## src/rtl/regfile_wb_arbiter.sv

```systemverilog
// rtl/regfile_wb_arbiter.sv - two-port write-back arbiter with in-order FIFO for a single-write-port register file
// Optional macro WB_RR_EN selects round-robin arbitration; default is fixed priority with B winning.
module regfile_wb_arbiter #(
    parameter int W     = 8,
    parameter int D     = 4,
    parameter int DEPTH = 4
) (
    input  logic                     CLK,
    input  logic                     Reset,
    input  logic                     aValid,
    input  logic [D-1:0]             aReg,
    input  logic [W-1:0]             aData,
    output logic                     aReady,
    input  logic                     bValid,
    input  logic [D-1:0]             bReg,
    input  logic [W-1:0]             bData,
    output logic                     bReady,
    input  logic [D-1:0]             srcA,
    input  logic [D-1:0]             srcB,
    output logic                     RegWrite,
    output logic [D-1:0]             writeReg,
    output logic [W-1:0]             writeValue,
    output logic                     Stall,
    output logic [$clog2(DEPTH):0]   Count
);
    localparam int PW = $clog2(DEPTH);
    localparam int CW = PW + 1;

    logic [D-1:0]  fifoReg  [DEPTH];
    logic [W-1:0]  fifoData [DEPTH];
    logic [PW-1:0] rdPtr, wrPtr;
    logic [CW-1:0] count;

    logic          ready, aLive, bLive, winnerIsA, firstIsA, empty;
    logic [1:0]    nLive, pushCount;
    logic [D-1:0]  firstReg, secondReg, p0Reg, p1Reg, issueReg;
    logic [W-1:0]  firstData, secondData, p0Data, p1Data, issueData;
    logic          issue, pop, push0, push1;

    // The top two registers are write-protected / hard-zero: acknowledge and drop.
    function automatic logic isDiscard(input logic [D-1:0] r);
        return r >= D'((1 << D) - 2);
    endfunction

    // Two free slots guarantee both ports can always be absorbed in one cycle.
    assign ready  = !Reset && (count <= CW'(DEPTH - 2));
    assign aReady = ready;
    assign bReady = ready;
    assign aLive  = aValid && ready && !isDiscard(aReg);
    assign bLive  = bValid && ready && !isDiscard(bReg);
    assign nLive  = {1'b0, aLive} + {1'b0, bLive};
    assign empty  = (count == '0);
    assign Count  = count;

`ifdef WB_RR_EN
    logic favorA;
    assign winnerIsA = favorA;
`else
    assign winnerIsA = 1'b0;
`endif

    assign firstIsA   = aLive && (!bLive || winnerIsA);
    assign firstReg   = firstIsA ? aReg  : bReg;
    assign firstData  = firstIsA ? aData : bData;
    assign secondReg  = firstIsA ? bReg  : aReg;
    assign secondData = firstIsA ? bData : aData;

    always_comb begin
        issue     = 1'b0;
        issueReg  = '0;
        issueData = '0;
        pop       = 1'b0;
        push0     = 1'b0;
        push1     = 1'b0;
        p0Reg     = firstReg;
        p0Data    = firstData;
        p1Reg     = secondReg;
        p1Data    = secondData;
        if (!Reset) begin
            if (!empty) begin
                issue     = 1'b1;
                issueReg  = fifoReg[rdPtr];
                issueData = fifoData[rdPtr];
                pop       = 1'b1;
                push0     = (nLive != 2'd0);
                push1     = (nLive == 2'd2);
            end else if (nLive != 2'd0) begin
                issue     = 1'b1;
                issueReg  = firstReg;
                issueData = firstData;
                push0     = (nLive == 2'd2);
                p0Reg     = secondReg;
                p0Data    = secondData;
            end
        end
    end

    assign RegWrite   = issue;
    assign writeReg   = issueReg;
    assign writeValue = issueData;
    assign pushCount  = {1'b0, push0} + {1'b0, push1};

    // Only buffered entries stall; register 15 reads are hard zero and never hazard.
    always_comb begin
        logic [PW-1:0] idx;
        Stall = 1'b0;
        idx   = '0;
        for (int i = 0; i < DEPTH; i++) begin
            idx = rdPtr + PW'(i);
            if (!Reset && (CW'(i) < count) &&
                ((srcA != {D{1'b1}} && fifoReg[idx] == srcA) ||
                 (srcB != {D{1'b1}} && fifoReg[idx] == srcB)))
                Stall = 1'b1;
        end
    end

    always_ff @(posedge CLK) begin
        if (Reset) begin
            rdPtr <= '0;
            wrPtr <= '0;
            count <= '0;
`ifdef WB_RR_EN
            favorA <= 1'b1;
`endif
        end else begin
            if (push0) begin
                fifoReg[wrPtr]  <= p0Reg;
                fifoData[wrPtr] <= p0Data;
            end
            if (push1) begin
                fifoReg[wrPtr + PW'(1)]  <= p1Reg;
                fifoData[wrPtr + PW'(1)] <= p1Data;
            end
            wrPtr <= wrPtr + PW'(pushCount);
            rdPtr <= rdPtr + PW'(pop);
            count <= count + CW'(pushCount) - CW'(pop);
`ifdef WB_RR_EN
            if (aLive && bLive)
                favorA <= !favorA;
`endif
        end
    end
endmodule

```

## config.mk

```make
export PLATFORM = sky130hd
export DESIGN_NAME = regfile_wb_arbiter
export DESIGN_NICKNAME = d
export VERILOG_FILES = /design/src/rtl/regfile_wb_arbiter.sv
export SDC_FILE = /design/constraint.sdc
export NUM_CORES = 1
export LEC_CHECK = 0
export BUFFER_PORTS_ARGS = -buffer_cell sky130_fd_sc_hd__buf_2
export CELL_PAD_IN_SITES_DETAIL_PLACEMENT = 1
export CELL_PAD_IN_SITES_GLOBAL_PLACEMENT = 1
export CORE_ASPECT_RATIO = 2
export CORE_MARGIN = 4
export CORE_UTILIZATION = 48
export DETAILED_ROUTE_END_ITERATION = 10
export GPL_TIMING_DRIVEN = 0
export PLACE_DENSITY_LB_ADDON = 0.1
export SLEW_MARGIN = 40
export SYNTH_ARGS = -nofsm -noshare
export SYNTH_HDL_FRONTEND = slang
export SYNTH_SLANG_ARGS = --single-unit
```

## constraint.sdc

```tcl
create_clock -name CLK -period 3.4 [get_ports CLK]
set_input_delay 0.17 -clock CLK [delete_from_list [all_inputs] [get_ports CLK]]
set_output_delay 0.17 -clock CLK [all_outputs]
set_load 0.02 [all_outputs]
```

==> run_results.csv <==
group,metric,value,unit
clock_network,cts_tree,"yes",
detailed_routing,drc,0,
worst_setup_path,start_kind,"register",
worst_setup_path,crit_type,"register to register",
sta,setup_violations,0,
pwr,p_clk_share,18.0,%
detailed_routing,wl_per_cell,22.5,um
synthesis,syn_inst,338,
finish,final_common_cell,"buf_2",
finish,final.fill_count,908,
run,cap_violations,0,
pwr,internal-power,1.83,mW
clock_network,postCtsSetupRepairBufs,0,
min_path,hold_start,"aData[0]",
synthesis,synth_cell_types,51,
worst_setup_path,crit_top_cell,"inv_1",
pwr,swShare,37.9,%
detailed_routing,vias_per_cell,6.02,
detailed_routing,ant_nets,0,
sta,finalSetupTns,0,ns
worst_setup_path,crit_chain,"nor3_1 > or2_4 > inv_1 > buf_1 > ha_1 > inv_1 > ha_1 > inv_1 > fa_1 > xnor2_1 > xnor2_1 > nor2_1",
worst_setup_path,slowest_stage,"buf_1",
global_routing,grt_pass1_vias,3400,
detailed_routing,vias,2963,
global_routing,gr-total-overflow,0,
sta,fin_crit,3.19,ns
pwr,power,2.95,mW
placement,dpl-instance-area,4560,um^2
synthesis,syn_avg_cell_area,12.4,um^2
sta,skew,0.00664,ns
floorplan,core_area,8410,um^2
placement,dp_hpwl,8.66,mm
synthesis,ys_seq_elements,55,
finish,drive_gt1_share,37.6,%
global_routing,grt_max_degree,17,
pwr,cellLeakagePower,1.79,nW
floorplan,start_util,49.7,%
synthesis,synth_top_area_share,34.5,%
detailed_routing,drtIter0Drc,107,
worst_setup_path,cp_slowest_stage_delay,0.61,ns
placement,dp_cells,484,
worst_setup_path,ff2ff_setup_slack,0.21,ns
synthesis,synth_enable_flop_cells,48,
clock_network,cts-root-buf,"clkbuf_16",
pwr,power_frac_seq,29.9,%
clock_network,clk-insertion-delay-late,0.29,ns
sta,final_max_slew_viol_count,0,
clock_network,cts_hold_buf,0,
worst_setup_path,cp.required,3.56,ns
min_path,holdPathEnd,"fifoData[1][0]",
sta,fin_crit_sh,93.7,%
worst_setup_path,rr_worst_depth,12,
synthesis,synth_seq_area_share,37.8,%
detailed_routing,finalWirelength,11.1,mm
synthesis,ys.flop_type,"edfxtp_1",
clock_network,post_cts_resized,0,
clock_network,clock-sinks,55,
sta,fmaxAchievable,314,MHz
run_status,status,"complete, no violations",
worst_setup_path,end_kind,"register",
synthesis,yosysTopAreaCell,"edfxtp_1",
placement,place.gp.congestion,0.937,
sta,worst_pin_slew,0.781,ns
finish,fin_cells,492,
synthesis,yosysWarnings,0,
global_routing,grt_pass1_wl,17.5,mm
finish,final_cell_mix,"53 x buf_2, 48 x edfxtp_1, 30 x mux2_4, 28 x mux2i_1, 21 x nand2_1",
pwr,vdd_ir_drop_max,0.294,mV
worst_setup_path,crit_buf_inv,4,
floorplan,ioPinCount,55,
sta,max-slew-margin-rel,47.9,%
synthesis,synth_area,4180,um^2
global_routing,track_usage,22.8,%
min_path,hold_path_depth,2,
global_routing,antenna_found_initial,0,
pwr,p_comb_share,52.1,%
placement,io_buffers,46,
floorplan,rows,47,
worst_setup_path,arrival,3.35,ns
finish,antennaDiodeCount,0,
floorplan,die_h,140,um
floorplan,die_area,10400,um^2
clock_network,cts_max_path_buffers,2,
detailed_routing,drt_pre_antenna_iters,4,
finish,finish.net_count,436,
worst_setup_path,critical-path-top-delay-family,"buffers and inverters",
finish,layout-area-overhead-vs-synth,12.7,%
pwr,p_sw,1.12,mW
synthesis,synth_fp_nets,381,
synthesis,synth_area_leaders,"edfxtp_1 34%, mux2_4 11%, mux4_2 9.7%",
clock_network,htree_levels,2,
synthesis,synthArstFlopShare,0,%
clock_network,clkTransAtPathRegs,0.07,ns
sta,rsz0062_at_grt,"false",
pwr,power_density,627,nW/um^2
worst_setup_path,regToRegEndpoint,"Count[2]",
worst_setup_path,cp_num_cells,12,
worst_setup_path,crit-reg2reg-launch,"Count[2]",
worst_setup_path,cp_max_fo,11,
sta,hold_viol,0,
finish,design_area,4710,um^2
floorplan,dieWidth,74.0,um
clock_network,cts_buffers,5,
min_path,hp-class,"primary input to register",
## worst register-to-register path: stages (launching register included)
cell     delay (ns)
dfxtp_1        0.48
nor3_1         0.14
or2_4          0.27
inv_1          0.22
buf_1          0.61
ha_1           0.35
inv_1          0.06
ha_1           0.13
inv_1          0.05
fa_1           0.38
xnor2_1        0.19
xnor2_1        0.14
nor2_1         0.05
## per-layer routing
metal,vias to the layer above,routed length [um],GRT usage (%)
met5,-,0,0
met1,1489,3880,22.0
met4,0,499,11.4
li1,1381,-,-
met3,26,353,3.44
met2,67,6330,43.9
## through the flow
step | hold slack (ns) | utilization, % | setup slack [ns]
after global placement | 0.513 | 53.9 | -0.0730
after detailed placement | 0.517 | 54.2 | 0.140
after global routing | 0.235 | 56.0 | 0.0493
final | 0.221 | 56.0 | 0.213
after floorplan | 0.371 | - | 0.555
after CTS | 0.217 | 56.0 | 0.146
## state kept, by name (all words and copies together), names as in the netlist
name	count
fifoData	32
fifoReg	16
Count	3
rdPtr	2
wrPtr	2
## power groups by stage
stage	Sequential [mW]	Clock (mW)	Combinational [mW]
2_1_floorplan	0.898	0	1.15
3_3_place_gp	0.896	0	1.50
3_5_place_dp	0.901	0	1.55
4_1_cts	0.886	0.540	1.56
5_1_grt	0.893	0.574	1.67
6_report	0.884	0.530	1.54
## how the worst max path moves through the flow
stage	startpoint	endpoint	slack, ns
final	Count[2]	Count[2]	0.21
after floorplan	Count[2]	Count[2]	0.55
after global placement	aReg[2]	fifoReg[2][0]	-0.07
after global routing	Count[2]	Count[2]	0.05
after CTS	Count[2]	Count[2]	0.15
after detailed placement	Count[2]	Count[2]	0.14
## area by class of cell
type                            count  area, um^2  share of cell area (%)
Clock inverter                      1        8.76                   0.186
Multi-Input combinational cell    248        2430                    51.5
Tap cell                           98         123                    2.60
Timing Repair Buffer               48         245                    5.21
Inverter                           10        37.5                   0.797
Clock buffer                        7         143                    3.03
Buffer                             25         145                    3.08
Sequential cell                    55        1580                    33.6
## cell usage after synthesis, types with 7 or more instances
| library cell | instances |
|---|---|
| xor2_1 | 17 |
| mux4_2 | 18 |
| nand2_1 | 21 |
| mux2_1 | 7 |
| mux2_4 | 30 |
| nand3_1 | 8 |
| buf_2 | 7 |
| clkbuf_1 | 7 |
| edfxtp_1 | 48 |
| nor2_1 | 15 |
| mux2_2 | 14 |
| inv_1 | 10 |
| xnor2_1 | 17 |
| dfxtp_1 | 7 |
| o21ai_0 | 15 |
| mux2i_1 | 28 |
## cell families after synthesis
| logic type | after synthesis | share of synthesized area (%) |
|---|---|---|
| compound gates | 35 | 5.42 |
| xor+xnor | 34 | 7.13 |
| fa+ha+maj | 8 | 2.51 |
| buf+inv | 35 | 4.37 |
| flops | 55 | 37.8 |
| mux | 98 | 33.2 |
| simple gates | 73 | 9.55 |
Note: power is estimated with default switching activity, not from simulation.
